--- config.mk ---
export PLATFORM = sky130hd
export DESIGN_NAME = r4_ibutter_seq
export DESIGN_NICKNAME = d
export VERILOG_FILES = /design/src/rtl/r4_pkg.sv /design/src/rtl/r4_ibfly_core.sv /design/src/rtl/r4_ibutter_seq.sv
export SDC_FILE = /design/constraint.sdc
export NUM_CORES = 1
export LEC_CHECK = 0
export ABC_AREA = 1
export CELL_PAD_IN_SITES_DETAIL_PLACEMENT = 0
export CELL_PAD_IN_SITES_GLOBAL_PLACEMENT = 2
export CORE_ASPECT_RATIO = 1.5
export CORE_UTILIZATION = 33
export CTS_CLUSTER_DIAMETER = 100
export DETAILED_ROUTE_END_ITERATION = 12
export PLACE_DENSITY_LB_ADDON = 0.1
export SLEW_MARGIN = 20
export SYNTH_ARGS = -nofsm -noshare
export SYNTH_HDL_FRONTEND = slang
export SYNTH_HIERARCHICAL = 1
export SYNTH_SLANG_ARGS = --single-unit
--- constraint.sdc ---
create_clock -name CLK -period 2.1 [get_ports CLK]
set_input_delay 0.21 -clock CLK [delete_from_list [all_inputs] [get_ports CLK]]
set_output_delay 0.21 -clock CLK [all_outputs]
set_load 0.01 [all_outputs]
--- src/rtl/r4_pkg.sv ---
// Shared types and default widths for the radix-4 butterfly family.
// Used by both the forward and inverse butterflies.
package r4_pkg;

  localparam int R4_W  = 4;
  localparam int R4_OW = R4_W + 2;

  typedef enum logic [1:0] {
    LOAD    = 2'd0,
    COMPUTE = 2'd1,
    DRAIN   = 2'd2
  } r4_state_e;

  typedef logic [1:0] r4_idx_t;

endpackage

--- src/rtl/r4_ibfly_core.sv ---
// Combinational radix-4 inverse DFT kernel: y[n] = sum_k x[k]*(+j)^(n*k).
// Samples are packed flat, slot k in bits [k*W +: W]; optional 1/N scaling by floor shift.
module r4_ibfly_core
  import r4_pkg::*;
#(
  parameter int W     = R4_W,
  parameter int SCALE = 0
) (
  input  logic [4*W-1:0]     x_re_i,
  input  logic [4*W-1:0]     x_im_i,
  output logic [4*(W+2)-1:0] y_re_o,
  output logic [4*(W+2)-1:0] y_im_o
);

  localparam int OW = W + 2;

  logic signed [OW-1:0] xr_s [4];
  logic signed [OW-1:0] xi_s [4];
  logic signed [OW-1:0] tr_s [4];
  logic signed [OW-1:0] ti_s [4];
  logic signed [OW-1:0] yr_s [4];
  logic signed [OW-1:0] yi_s [4];

  // Butterfly arithmetic; OW = W+2 bits holds the worst-case sum of four samples.
  always_comb begin
    for (int k = 0; k < 4; k++) begin
      xr_s[k] = {{2{x_re_i[k*W+W-1]}}, x_re_i[k*W +: W]};
      xi_s[k] = {{2{x_im_i[k*W+W-1]}}, x_im_i[k*W +: W]};
    end
    tr_s[0] = xr_s[0] + xr_s[2];
    ti_s[0] = xi_s[0] + xi_s[2];
    tr_s[1] = xr_s[0] - xr_s[2];
    ti_s[1] = xi_s[0] - xi_s[2];
    tr_s[2] = xr_s[1] + xr_s[3];
    ti_s[2] = xi_s[1] + xi_s[3];
    tr_s[3] = xr_s[1] - xr_s[3];
    ti_s[3] = xi_s[1] - xi_s[3];
    yr_s[0] = tr_s[0] + tr_s[2];
    yi_s[0] = ti_s[0] + ti_s[2];
    yr_s[2] = tr_s[0] - tr_s[2];
    yi_s[2] = ti_s[0] - ti_s[2];
    // Multiplying t3 by +j swaps components and negates the new real part.
    yr_s[1] = tr_s[1] - ti_s[3];
    yi_s[1] = ti_s[1] + tr_s[3];
    yr_s[3] = tr_s[1] + ti_s[3];
    yi_s[3] = ti_s[1] - tr_s[3];
  end

  // Output packing with optional arithmetic >>>2 scaling.
  always_comb begin
    y_re_o = '0;
    y_im_o = '0;
    for (int k = 0; k < 4; k++) begin
      if (SCALE != 0) begin
        y_re_o[k*OW +: OW] = yr_s[k] >>> 2;
        y_im_o[k*OW +: OW] = yi_s[k] >>> 2;
      end else begin
        y_re_o[k*OW +: OW] = yr_s[k];
        y_im_o[k*OW +: OW] = yi_s[k];
      end
    end
  end

endmodule

--- src/rtl/r4_ibutter_seq.sv ---
// Sequential radix-4 inverse butterfly: serial load of 4 samples, one compute cycle,
// serial drain of 4 results with backpressure. All outputs are registered.
module r4_ibutter_seq
  import r4_pkg::*;
#(
  parameter int W     = R4_W,
  parameter int SCALE = 0
) (
  input  logic         CLK,
  input  logic         RST,
  input  logic         in_valid,
  output logic         in_ready,
  input  logic [W-1:0] in_re,
  input  logic [W-1:0] in_im,
  output logic         out_valid,
  input  logic         out_ready,
  output logic [W+1:0] out_re,
  output logic [W+1:0] out_im,
  output logic [1:0]   out_idx,
  output logic         busy
);

  localparam int OW = W + 2;

  r4_state_e         state_q, state_d;
  r4_idx_t           cnt_q, cnt_d;
  logic              in_ready_q, in_ready_d;
  logic              out_valid_q, out_valid_d;
  logic [OW-1:0]     out_re_q, out_re_d;
  logic [OW-1:0]     out_im_q, out_im_d;
  r4_idx_t           out_idx_q, out_idx_d;
  logic              busy_q, busy_d;
  logic [4*W-1:0]    x_re_q, x_im_q;
  logic [4*OW-1:0]   y_re_q, y_im_q;
  logic [4*OW-1:0]   core_re_s, core_im_s;
  logic              load_fire_s;
  r4_idx_t           nxt_idx_s;

  assign load_fire_s = in_valid & in_ready_q;
  assign nxt_idx_s   = cnt_q + 2'd1;

  r4_ibfly_core #(.W(W), .SCALE(SCALE)) u_core (
    .x_re_i (x_re_q),
    .x_im_i (x_im_q),
    .y_re_o (core_re_s),
    .y_im_o (core_im_s)
  );

  // Next-state and registered-output logic; outputs of the drain stage are loaded from the result regs.
  always_comb begin
    state_d     = state_q;
    cnt_d       = cnt_q;
    in_ready_d  = in_ready_q;
    out_valid_d = out_valid_q;
    out_re_d    = out_re_q;
    out_im_d    = out_im_q;
    out_idx_d   = out_idx_q;
    busy_d      = busy_q;
    case (state_q)
      LOAD: begin
        in_ready_d = 1'b1;
        busy_d     = 1'b0;
        if (load_fire_s) begin
          if (cnt_q == 2'd3) begin
            state_d    = COMPUTE;
            cnt_d      = 2'd0;
            in_ready_d = 1'b0;
            busy_d     = 1'b1;
          end else begin
            cnt_d = nxt_idx_s;
          end
        end else begin
          cnt_d = cnt_q;
        end
      end
      COMPUTE: begin
        state_d     = DRAIN;
        cnt_d       = 2'd0;
        in_ready_d  = 1'b0;
        out_valid_d = 1'b0;
        busy_d      = 1'b1;
      end
      DRAIN: begin
        // First DRAIN cycle primes the output register with y0.
        if (!out_valid_q) begin
          out_valid_d = 1'b1;
          out_idx_d   = cnt_q;
          out_re_d    = y_re_q[int'(cnt_q)*OW +: OW];
          out_im_d    = y_im_q[int'(cnt_q)*OW +: OW];
        end else if (out_ready) begin
          if (cnt_q == 2'd3) begin
            state_d     = LOAD;
            cnt_d       = 2'd0;
            out_valid_d = 1'b0;
            in_ready_d  = 1'b1;
            busy_d      = 1'b0;
          end else begin
            cnt_d     = nxt_idx_s;
            out_idx_d = nxt_idx_s;
            out_re_d  = y_re_q[int'(nxt_idx_s)*OW +: OW];
            out_im_d  = y_im_q[int'(nxt_idx_s)*OW +: OW];
          end
        end else begin
          cnt_d = cnt_q;
        end
      end
      default: begin
        state_d     = LOAD;
        cnt_d       = 2'd0;
        in_ready_d  = 1'b0;
        out_valid_d = 1'b0;
        busy_d      = 1'b0;
      end
    endcase
  end

  // FSM and output registers.
  always_ff @(posedge CLK or negedge RST) begin
    if (!RST) begin
      state_q     <= LOAD;
      cnt_q       <= 2'd0;
      in_ready_q  <= 1'b0;
      out_valid_q <= 1'b0;
      out_re_q    <= '0;
      out_im_q    <= '0;
      out_idx_q   <= 2'd0;
      busy_q      <= 1'b0;
    end else begin
      state_q     <= state_d;
      cnt_q       <= cnt_d;
      in_ready_q  <= in_ready_d;
      out_valid_q <= out_valid_d;
      out_re_q    <= out_re_d;
      out_im_q    <= out_im_d;
      out_idx_q   <= out_idx_d;
      busy_q      <= busy_d;
    end
  end

  // Sample capture during LOAD and result capture in COMPUTE.
  always_ff @(posedge CLK or negedge RST) begin
    if (!RST) begin
      x_re_q <= '0;
      x_im_q <= '0;
      y_re_q <= '0;
      y_im_q <= '0;
    end else begin
      if (load_fire_s) begin
        x_re_q[int'(cnt_q)*W +: W] <= in_re;
        x_im_q[int'(cnt_q)*W +: W] <= in_im;
      end
      if (state_q == COMPUTE) begin
        y_re_q <= core_re_s;
        y_im_q <= core_im_s;
      end
    end
  end

  assign in_ready  = in_ready_q;
  assign out_valid = out_valid_q;
  assign out_re    = out_re_q;
  assign out_im    = out_im_q;
  assign out_idx   = out_idx_q;
  assign busy      = busy_q;

endmodule

# Word-level counts from Yosys, hierarchy flattened
# Index checks and enable logic that the tools add are counted.
# Widths: inputs -> output; s select.
# totals
ff_bits,101
latch_bits,0
ramBits,0
romBits,0
input_bits,12
word_cells,92
mem_count,0
# op_classes
add_sub_neg,18
mul,2
div_mod_pow,0
magnitude_cmp,0
n_eq_ne,10
n_shift,7
n_mux,37
n_bitwise,1
n_reduce_logical,5
# ops
op,count
$shiftx 4x33->16,2
$shiftx 24x32->6,2
$shiftx 24x6->6,2
$mux 6,6
$neg 4->33,1
$shift 4x33->16 const A,1
$bwmux 16,2
$add 6x6->6,4
$mux 2,12
$sub 6x6->6,4
$add 4x4->5,4
$sub 4x4->5,4
$ne 2x2->1 const B,7
$mux 1,12
$reduce_and 3->1,3
$mul 2x2->4 const B,2
$pmux 2 s3,1
$reduce_and 5->1,1
$eq 2x2->1 const B,2
$pmux 1 s2,2
$pmux 2 s2,1
$pmux 1 s3,1
$add 2x1->2 const B,1
$eq 2x1->1 const B,1
2 further kinds,2

# Longest topological paths before layout
# depth
ltp_word,6
mapped_depth,16
depth_no_buf,16

# Cells and area by module
# Netlist, hierarchy kept.
# modules_own_cells
mod,n_inst,cells_each,area_each_um2,seq_area_each_um2
r4_ibutter_seq,1,541,4583.1,2527.4
r4_ibfly_core,1,451,2872.8,0.0

# Least setup slack after synthesis
# OpenSTA, ideal clock, no wires.
# synth_path
path_type,flip-flop to flip-flop
startpoint,reg x_re_q[4]
endpoint,reg y_re_q[15]
t_arrival_ns,2.127
required_ns,1.975
slack_ns,-0.152
stages_incl_launch_ff,10
path_buffers,1
cell_sequence,dfrtp_1 -> ha_1 -> fa_1 -> xnor2_1 -> ha_1 -> clkbuf_2 -> nand2_1 -> nand3_1 -> and2_1 -> mux2_2
# synth_via
elab_chain_cells,2
# synth_lines
element,line_no,text
start: declaration,r4_ibutter_seq.sv:33,"logic [4*W-1:0] x_re_q, x_im_q;"
start signal: indexed assignment,r4_ibutter_seq.sv:149,x_re_q[int'(cnt_q)*W +: W] <= in_re;
$add 4x4->5,r4_ibfly_core.sv:34,tr_s[2] = xr_s[1] + xr_s[3];
$sub 6x6->6,r4_ibfly_core.sv:40,yr_s[2] = tr_s[0] - tr_s[2];
via core_re_s[15],r4_ibutter_seq.sv:35,"logic [4*OW-1:0] core_re_s, core_im_s;"
end signal: assignment,r4_ibutter_seq.sv:153,y_re_q <= core_re_s;
end: declaration,r4_ibutter_seq.sv:34,"logic [4*OW-1:0] y_re_q, y_im_q;"
# The timed path passes the listed nets, and every way through them passes these cells.
# A chain may end at the register's enable or synchronous reset.

# Worst setup path in the final report
# layout_path
startpoint,reg x_im_q[12]
endpoint,reg y_im_q[4]
# layout_via
elab_chain_cells,2
# layout_lines
element,line_no,text
start: declaration,r4_ibutter_seq.sv:33,
start signal: indexed assignment,r4_ibutter_seq.sv:150,x_im_q[int'(cnt_q)*W +: W] <= in_im;
$add 4x4->5,r4_ibfly_core.sv:35,ti_s[2] = xi_s[1] + xi_s[3];
$add 6x6->6,r4_ibfly_core.sv:39,yi_s[0] = ti_s[0] + ti_s[2];
via core_im_s[4],r4_ibutter_seq.sv:35,
end signal: assignment,r4_ibutter_seq.sv:154,y_im_q <= core_im_s;
end: declaration,r4_ibutter_seq.sv:34,
# The timed path passes the listed nets, and every way through them passes these cells.

==> flow_metrics.py <==
metrics = {
    "run_status": {
        "status": "finished, violations left",
        "violations": "setup timing",
    },
    "logic_synthesis": {
        "netlist_area_sq_um": 7460,
        "synth.yosys.warnings": 6,
        "async_flop_share_pct": 100,
        "syn_nets": 1098,
        "syn_inst": 992,
        "synth_ff_type": "dfrtp_1",
        "syn_area_per_cell_sq_um": 7.52,
        "ys_seq_area_share_pct": 33.9,
        "synth_edf_count": 0,
        "synth-seq-cells": 101,
        "synth_cell_types": 31,
    },
    "cells_and_area": {
        "final_cell_mix": "nand2_1, inv_1, buf_4",
        "stdcell_count": 1398,
        "area_growth_pct": 33.2,
        "multi_input_area_sq_um": 4840,
        "diodes": 0,
        "final_cell_area_sq_um": 9930,
        "layout-drive-gt1-share_pct": 28.3,
        "nFillCells": 2286,
        "final_common_cell": "nand2_1",
        "fin_nets": 1224,
        "regArea_sq_um": 2530,
    },
    "critical_path": {
        "cp.required_ps": 2400,
        "crit_type": "register to register",
        "cp_data_arrival_time_ps": 2610,
        "crit_fanout": 3,
        "critical_path.endpoint_type": "register",
        "crit_path_start_kind": "register",
    },
    "routing": {
        "wl_mm": 21.4,
        "vias": 6532,
        "remaining_drc_errors": 0,
        "viasPerCell": 4.67,
        "drtAntennaViolNets": 0,
        "drt_iter0_drc": 252,
        "wl_per_cell_um": 15.3,
        "first_pass_iters": 4,
    },
    "global_route": {
        "grt_pass1_vias": 6618,
        "antenna_found_initial": 0,
        "track_usage_pct": 19.5,
        "grt_overflow": 0,
        "grt_max_degree": 52,
        "grt_pass1_wl_mm": 34.9,
    },
    "placement": {
        "io_buffers": 28,
        "gp_congestion": 0.796,
        "dp_hpwl_mm": 16.7,
        "dp_cells": 1362,
        "place_area_sq_um": 8740,
    },
    "floorplan": {
        "placementRows": 67,
        "die_h_um": 186,
        "die_area_sq_um": 23200,
        "die_w_um": 125,
        "coreArea_sq_um": 22200,
        "io_pins": 29,
        "start_util_pct": 33.6,
    },
    "sta": {
        "period_share_pct": 110,
        "whs_ps": 323,
        "setup_ws_ps": -216,
        "fmax_mhz": 432,
        "finClkSkew_ps": 11.8,
        "tightest_slew_ps": 770,
        "tns_ps": -4480,
        "max-slew-margin-rel_pct": 48.7,
        "setup_viol": 38,
        "drv_slew": 0,
        "rsz0062_at_grt": "true",
        "fin_crit_ps": 2320,
        "hold_viol": 0,
    },
    "worst_hold_path": {
        "hold_path.class": "primary input to asynchronous set/reset pin",
    },
    "cts": {
        "clkTransAtPathRegs_ps": 70,
        "cts_max_level": 3,
        "cts_buffers": 9,
        "clock-sinks": 101,
        "cts.path.max_buffers": 2,
        "cts_tree": "yes",
        "insertion_delay_ps": 370,
        "cts_root_buffer": "clkbuf_16",
    },
    "flow_run": {
        "maxCapViolations": 0,
    },
}
[final cells by class]
| type | instances | share of cell area, % |
|---|---|---|
| flip-flops and latches | 101 | 25.5 |
| clock inverters | 5 | 0.579 |
| well taps | 276 | 3.48 |
| inverters | 161 | 6.24 |
| repair buffers | 152 | 13.2 |
| clock buffers | 10 | 2.31 |
| multi-input cells | 693 | 48.7 |
[path summary, 6_finish.rpt]
path	start	endpoint	slack, ps	cells past startpoint
worst max-delay path	x_im_q[12]	y_im_q[4]	-220	10
worst min-delay path	RST	y_im_q[3]	320	2
worst max register to register	x_im_q[12]	y_im_q[4]	-220	10
worst min register to register	out_im[1]	out_im[1]	480	2
max in group asynchronous	RST	y_re_q[14]	1100	3
min in group CLK	in_re[0]	x_re_q[0]	470	3
[metrics by stage]
step                setup WS [ps]  util (%)
floorplan                   -47.2         -
global placement             -424      39.3
detailed placement           -474      39.3
CTS                          -193      43.3
global route                 -320      44.7
finish                       -216      44.7
[per-layer routing]
metal	vias to the layer above	share of wire (%)	track usage, %
met4	0	2.5	8.48
met2	81	53	36.4
met1	3060	43	22.6
met5	-	0	0
met3	25	1.6	1.78
li1	3366	-	-
[synthesized netlist by cell type, types with 4 or more instances]
cell | count | area [sq um]
o21ai_0 | 58 | 290
inv_1 | 152 | 571
inv_2 | 9 | 33.8
and2_1 | 4 | 25.0
nand4_1 | 5 | 31.3
nand3_1 | 106 | 531
fa_1 | 16 | 320
nor2_1 | 75 | 282
buf_6 | 6 | 67.6
buf_4 | 12 | 90.1
nand3b_1 | 4 | 30.0
xnor2_1 | 5 | 43.8
clkbuf_1 | 4 | 15.0
a21oi_2 | 5 | 43.8
nand2_2 | 4 | 25.0
ha_1 | 78 | 976
nand2_1 | 241 | 905
a21oi_1 | 56 | 280
nor3_1 | 9 | 45.0
buf_2 | 11 | 55.1
dfrtp_1 | 101 | 2530
xor2_1 | 14 | 123
[sequential cells by signal (all words and copies together), names as in the netlist]
signal and flops:
out_valid 1, y_re_q 24, out_re 6, cnt_q 2, out_im 6, x_re_q 16
y_im_q 24, x_im_q 16, in_ready 1, busy 1, out_idx 2, state_q 2
[repair_timing]
| action | in CTS | in global routing |
|---|---|---|
| hold endpoints to repair | 26 | 0 |
| setup endpoints to repair | 38 | 40 |
| hold buffers | 1 | 0 |
| gates resized for setup | 105 | 68 |
| buffers inserted | 18 | 4 |
| pin swaps | 73 | 56 |
[worst max-delay path, cell delays in order (launching register included)]
cell and delay [ps]:
dfrtp_1 430, ha_4 190, fa_2 590, inv_2 70, fa_2 370, nand3b_1 210
nand2_1 80, nand2_1 60, nand2_2 90, nor2_2 50, a21oi_1 100
[cells by family (layout without fill, tap and decap cells)]
kind of cell             after synthesis  count (layout)  synth area share [%]
XOR/XNOR                              19              19                  2.23
AO/OA/AOI/OAI                        128             128                  9.36
multiplexers                           3               3                 0.453
adder cells (fa/ha/maj)               94              94                  17.4
buffers and inverters                198             328                  11.4
flip-flops                           101             101                  33.9
AND/OR/NAND/NOR                      449             449                  25.3
Power is left out: the tool's default activity adds up to more than one toggle a clock period on the data nets, which glitch-free logic cannot reach.
